$ cat config.mk
export PLATFORM = sky130hd
export DESIGN_NAME = fp_block_accum
export DESIGN_NICKNAME = d
export VERILOG_FILES = /design/src/rtl/fp_block_accum.sv
export SDC_FILE = /design/constraint.sdc
export NUM_CORES = 1
export LEC_CHECK = 0
export ABC_CLOCK_PERIOD_IN_PS = 3600
export CORE_ASPECT_RATIO = 0.5
export CORE_MARGIN = 1
export CORE_UTILIZATION = 40
export DETAILED_ROUTE_END_ITERATION = 12
export GPL_TIMING_DRIVEN = 0
export SLEW_MARGIN = 10
export SYNTH_ARGS = -nofsm -noshare
export SYNTH_HDL_FRONTEND = slang
export SYNTH_SLANG_ARGS = --single-unit
$ cat constraint.sdc
create_clock -name clk -period 3.6 [get_ports clk]
set_input_delay 0.72 -clock clk [delete_from_list [all_inputs] [get_ports clk]]
set_output_delay 0.72 -clock clk [all_outputs]
set_load 0.05 [all_outputs]
$ cat src/rtl/fp_block_accum.sv
// fp_block_accum: expands 8-bit float codes (s|eee|vvvv, value = (-1)^s * v * 2^e)
// back to signed integers and accumulates blocks of 2^N_LOG2 samples with
// saturation. Each completed block result is held on a registered valid/ready
// output until the next stage accepts it.
//
// Optional feature macro: FP_BLOCK_ACCUM_MEAN_EN
//   defined   -> out_sum carries the rounded block mean, (sum + 2^(N_LOG2-1)) >>> N_LOG2
//   undefined -> out_sum carries the saturated block sum
//
// Ports:
//   clk        clock, rising edge
//   rst_n      asynchronous active-low reset
//   clear      synchronous flush of partial block and pending output
//   in_valid   in_fp valid
//   in_ready   block can accept in_fp (ACCUM state)
//   in_fp      float code [7] sign, [6:4] exponent, [3:0] significand
//   out_valid  out_sum/out_ovf hold a completed block (HOLD state)
//   out_ready  downstream accepts the result
//   out_sum    signed block sum (or mean), ACC_W bits
//   out_ovf    saturation occurred at least once during the block

module fp_block_accum #(
    parameter int unsigned ACC_W  = 16,
    parameter int unsigned N_LOG2 = 3
) (
    input  logic             clk,
    input  logic             rst_n,
    input  logic             clear,
    input  logic             in_valid,
    output logic             in_ready,
    input  logic [7:0]       in_fp,
    output logic             out_valid,
    input  logic             out_ready,
    output logic [ACC_W-1:0] out_sum,
    output logic             out_ovf
);

    localparam int unsigned MAG_W = 11;
    localparam int unsigned CNT_W = N_LOG2;
    localparam logic [CNT_W-1:0] LAST_CNT = {CNT_W{1'b1}};
    localparam logic [ACC_W-1:0] ACC_MAX  = {1'b0, {(ACC_W-1){1'b1}}};
    localparam logic [ACC_W-1:0] ACC_MIN  = {1'b1, {(ACC_W-1){1'b0}}};

    typedef enum logic {
        ACCUM = 1'b0,
        HOLD  = 1'b1
    } state_t;

    state_t            state;
    state_t            state_nxt;
    logic [ACC_W-1:0]  acc;
    logic [CNT_W-1:0]  count;
    logic              ovf;

    logic [MAG_W-1:0]  mag_c;
    logic [ACC_W-1:0]  mag_ext_c;
    logic [ACC_W-1:0]  x_c;
    logic [ACC_W:0]    sum_c;
    logic [ACC_W-1:0]  sat_c;
    logic              add_ovf_c;
    logic              accept_c;
    logic              last_c;
    logic [ACC_W-1:0]  result_c;

    // Float expansion: v << e, negated for s=1 (negative zero naturally gives 0)
    assign mag_c     = {7'd0, in_fp[3:0]} << in_fp[6:4];
    assign mag_ext_c = {{(ACC_W-MAG_W){1'b0}}, mag_c};
    assign x_c       = in_fp[7] ? (ACC_W'(0) - mag_ext_c) : mag_ext_c;

    // Saturating add at ACC_W+1 bits; top two bits differing means overflow
    always_comb begin
        sum_c     = {acc[ACC_W-1], acc} + {x_c[ACC_W-1], x_c};
        sat_c     = sum_c[ACC_W-1:0];
        add_ovf_c = 1'b0;
        if (sum_c[ACC_W] != sum_c[ACC_W-1]) begin
            add_ovf_c = 1'b1;
            sat_c     = sum_c[ACC_W] ? ACC_MIN : ACC_MAX;
        end
    end

`ifdef FP_BLOCK_ACCUM_MEAN_EN
    // Rounded mean: add half an LSB of the result, then arithmetic shift
    localparam logic [ACC_W:0] HALF = {{ACC_W{1'b0}}, 1'b1} << (N_LOG2 - 1);
    logic signed [ACC_W:0] rnd_c;
    logic signed [ACC_W:0] mean_c;
    assign rnd_c    = $signed({sat_c[ACC_W-1], sat_c} + HALF);
    assign mean_c   = rnd_c >>> N_LOG2;
    assign result_c = mean_c[ACC_W-1:0];
`else
    assign result_c = sat_c;
`endif

    // Handshake qualifiers; clear drops the sample presented with it
    assign accept_c = in_valid & in_ready & ~clear;
    assign last_c   = accept_c & (count == LAST_CNT);

    // State register
    always_ff @(posedge clk or negedge rst_n) begin
        if (!rst_n) begin
            state <= ACCUM;
        end else begin
            state <= state_nxt;
        end
    end

    // Next-state logic
    always_comb begin
        state_nxt = state;
        if (clear) begin
            state_nxt = ACCUM;
        end else begin
            case (state)
                ACCUM:   if (last_c)    state_nxt = HOLD;
                HOLD:    if (out_ready) state_nxt = ACCUM;
                default: state_nxt = ACCUM;
            endcase
        end
    end

    // Handshake outputs decoded from the state register
    always_comb begin
        in_ready  = 1'b0;
        out_valid = 1'b0;
        case (state)
            ACCUM:   in_ready  = 1'b1;
            HOLD:    out_valid = 1'b1;
            default: in_ready  = 1'b1;
        endcase
    end

    // Accumulator, sample counter, overflow flag and result registers
    always_ff @(posedge clk or negedge rst_n) begin
        if (!rst_n) begin
            acc     <= '0;
            count   <= '0;
            ovf     <= 1'b0;
            out_sum <= '0;
            out_ovf <= 1'b0;
        end else if (clear) begin
            acc   <= '0;
            count <= '0;
            ovf   <= 1'b0;
        end else if (accept_c) begin
            if (last_c) begin
                out_sum <= result_c;
                out_ovf <= ovf | add_ovf_c;
                acc     <= '0;
                count   <= '0;
                ovf     <= 1'b0;
            end else begin
                acc   <= sat_c;
                count <= count + CNT_W'(1);
                ovf   <= ovf | add_ovf_c;
            end
        end
    end

endmodule

==> out/results.ini <==
[run_status]
status=finished, violations left
failed_checks=setup timing

[timing]
timing.fmax_mhz=245
setup_violations=34
finalWorstSetupSlack_ps=-477
relSlewSlack_pct=38.9
finalHoldViolCount=0
hold_slack_ps=377
slew_violations=0
period_share_pct=113
rsz0062_at_grt=yes
period_minus_slack_ps=4080
tns_ps=-14150
worst_pin_slew_ps=909
fin_worst_skew_ps=7.47

[pwr]
switchingPower_mw=1.23
ir_drop_v=0.000251
pwr-share-clk_pct=14.7
power_frac_seq_pct=19.7
p_int_mw=1.63
powerDensity_mw_per_mm2=690
power_frac_comb_pct=65.6
p_leak_nw=1.77
netSwitchingFraction_pct=43.0

[detailed_routing]
vias=2764
drtIter0Drc=121
drc_errors=0
drtPass1Iterations=4
wire_per_inst_um=16.4
viasPerCell=5.50
wl_um=8230
drtAntennaViolNets=0

[global_routing]
grt_pass1_wl_um=12800
antenna_found_initial=0
grt_max_degree=22
grt_use_total_pct=22.8
grt_overflow=0
grt_pass1_vias=2599

[synth]
syn_inst=335
synth_area_mm2=0.00284
yosys-top-cells-area=dfrtp_1 34%, ha_1 8.4%, nand2_1 7.7%, a21oi_1 4.9%, o21ai_0 3.9%
synth_nets=368
yosysUniqueCellTypes=50
avgSynthCellArea_um2=8.47
synthFlopType=dfrtp_1
ys_seq_elements=38
synth_edf_count=0
synth_top_cell_area_share_pct=33.5
ys_async_sr_fraction_pct=100
yosysWarnings=0
synth_top_area_cell=dfrtp_1
ys_seq_area_share_pct=33.5

[worst_setup_path]
cpMaxStageDelayCell=or3_4
ff2ff_path_depth=9
reg2reg_to=acc[0]
end_kind=flop
worstPathArrival_ps=4290
crit_path_max_fanout=7
reg2reg_from=acc[3]
startpoint_type=primary input
required_ps=3810
cp_common_cell=a21oi_2
path_cells=buf_12, mux2_4, or3_4, a21oi_2, a21oi_2, o41ai_4, buf_4, xor2_1, ha_1, a21oi_2, o21a_1, o31a_1, o21ai_4, buf_6, mux2i_4, buf_6, or2_4, o21ai_2
path_class=primary input to flop
r2r_slack_ps=890
cpPeakStageDelay_ps=370

[clock_tree]
clkSinkCount=38
cts_root_buf=clkbuf_16
h-tree-depth=2
cts_tree=yes
holdBufCountCts=0
cts_buffers=5
clk_latency_ps=290
cts_max_path_buffers=2
path_clk_slew_ps=60

[die]
fp.coreArea_mm2=0.00678
die_x_um=121
ios=32
initial_core_util_pct=41.9
rows=21
die_h_um=61.6
dieArea_mm2=0.00746

[placement]
routabilityCongestion=0.839
place_ws_ps=-1680
hpwl_um=5620
dpl_cell_area_mm2=0.00334
portBuffers=29

[min_path]
hold_path.class=primary input to async pin

[finish]
fin_nets=444
final_common_cell=nand2_1
drive_gt1_share_pct=32.6
antenna_cells=0
postLayoutCellArea_mm2=0.00415
fin_util_pct=61.3
final_cell_mix=53 x nand2_1, 38 x dfrtp_1, 30 x buf_4
syn2layout_area_growth_pct=46.3

[flow_run]
drv_cap=0

layout make-up:
| type | instances | area [um2] |
|---|---|---|
| inverters | 9 | 33.8 |
| clock buffers | 5 | 125 |
| plain buffers | 13 | 100 |
| well taps | 92 | 115 |
| multi-input cells | 275 | 2190 |
| fillers | 577 | 2630 |
| repair buffers | 69 | 627 |
| clock inverters | 2 | 10.0 |
| flip-flops and latches | 38 | 951 |
kinds of logic after synthesis:
logic type               after synthesis  synth area share, %
XOR/XNOR                              24                 7.94
adder cells (fa/ha/maj)               28                 11.9
multiplexers                           7                 2.60
flip-flops                            38                 33.5
AND/OR/NAND/NOR                      107                 16.8
AO/OA/AOI/OAI                        108                 24.2
buffers and inverters                 23                 3.13
critical path, delay by kind of cell:
kind | cells | cell delay, ps
compound gates | 8 | 1390
xor+xnor | 1 | 160
fa+ha+maj | 1 | 300
buf+inv | 4 | 550
mux | 2 | 510
simple gates | 2 | 640
routing by layer:
| metal | wire (um) | GRT usage, % | vias to the layer above |
|---|---|---|---|
| met5 | 0 | 0 | - |
| met4 | 97 | 6.70 | 0 |
| met3 | 348 | 4.35 | 11 |
| met2 | 3740 | 38.4 | 60 |
| met1 | 4040 | 30.6 | 1334 |
| li1 | - | - | 1359 |
through the flow:
stage	std cells	power, mW
2_1_floorplan	335	1.51
3_3_place_gp	456	1.79
3_5_place_dp	457	1.81
4_1_cts	497	2.66
5_1_grt	503	3.03
6_report	503	2.86
worst max path at each step:
stage / from / end / slack [ps] / cells after the start
global route: in_fp[4] / acc[7] / -550 / 16
detailed placement: in_fp[5] / acc[6] / -1680 / 18
global placement: in_fp[5] / acc[6] / -1570 / 17
finish: in_fp[4] / out_sum[0] / -480 / 18
CTS: in_fp[4] / acc[13] / -330 / 16
floorplan: in_fp[4] / acc[10] / -490 / 16
cells in the mapped netlist, types with 2 or more instances:
cell type	instances
xnor2_1	12
mux2_2	3
o21ai_1	14
mux2i_1	4
xor2_1	10
o21a_1	2
buf_2	2
dfrtp_1	38
clkbuf_1	11
o31ai_1	4
maj3_1	8
o21ai_0	22
a211oi_1	4
nand2b_1	6
nand4_1	3
o22ai_1	2
a221o_1	5
nor2b_1	2
a21o_1	4
inv_1	9
nor2_1	17
nand3_1	9
or3_1	2
nor3_1	2
o211ai_1	12
and2_1	2
nand2_1	58
a21oi_1	28
ha_1	19
power by group through the flow:
stage          registers [mW]  clock network, mW  logic [mW]
2_1_floorplan           0.549                  0       0.964
3_3_place_gp            0.567                  0        1.22
3_5_place_dp            0.566                  0        1.24
4_1_cts                 0.560              0.424        1.68
5_1_grt                 0.574              0.447        2.01
6_report                0.564              0.421        1.88
registers in the layout, summed over array words and instances, names as in the netlist:
register,count
acc,16
out_sum,16
count,3
out_ovf,1
ovf,1
state,1
what timing repair did:
item,in CTS,in global routing
endpoints found under the setup margin,34,34
pin swaps,31,30
gates resized for setup,77,35
cloned,2,0
buffers inserted,33,6
Power figures use the tool's default switching activity.
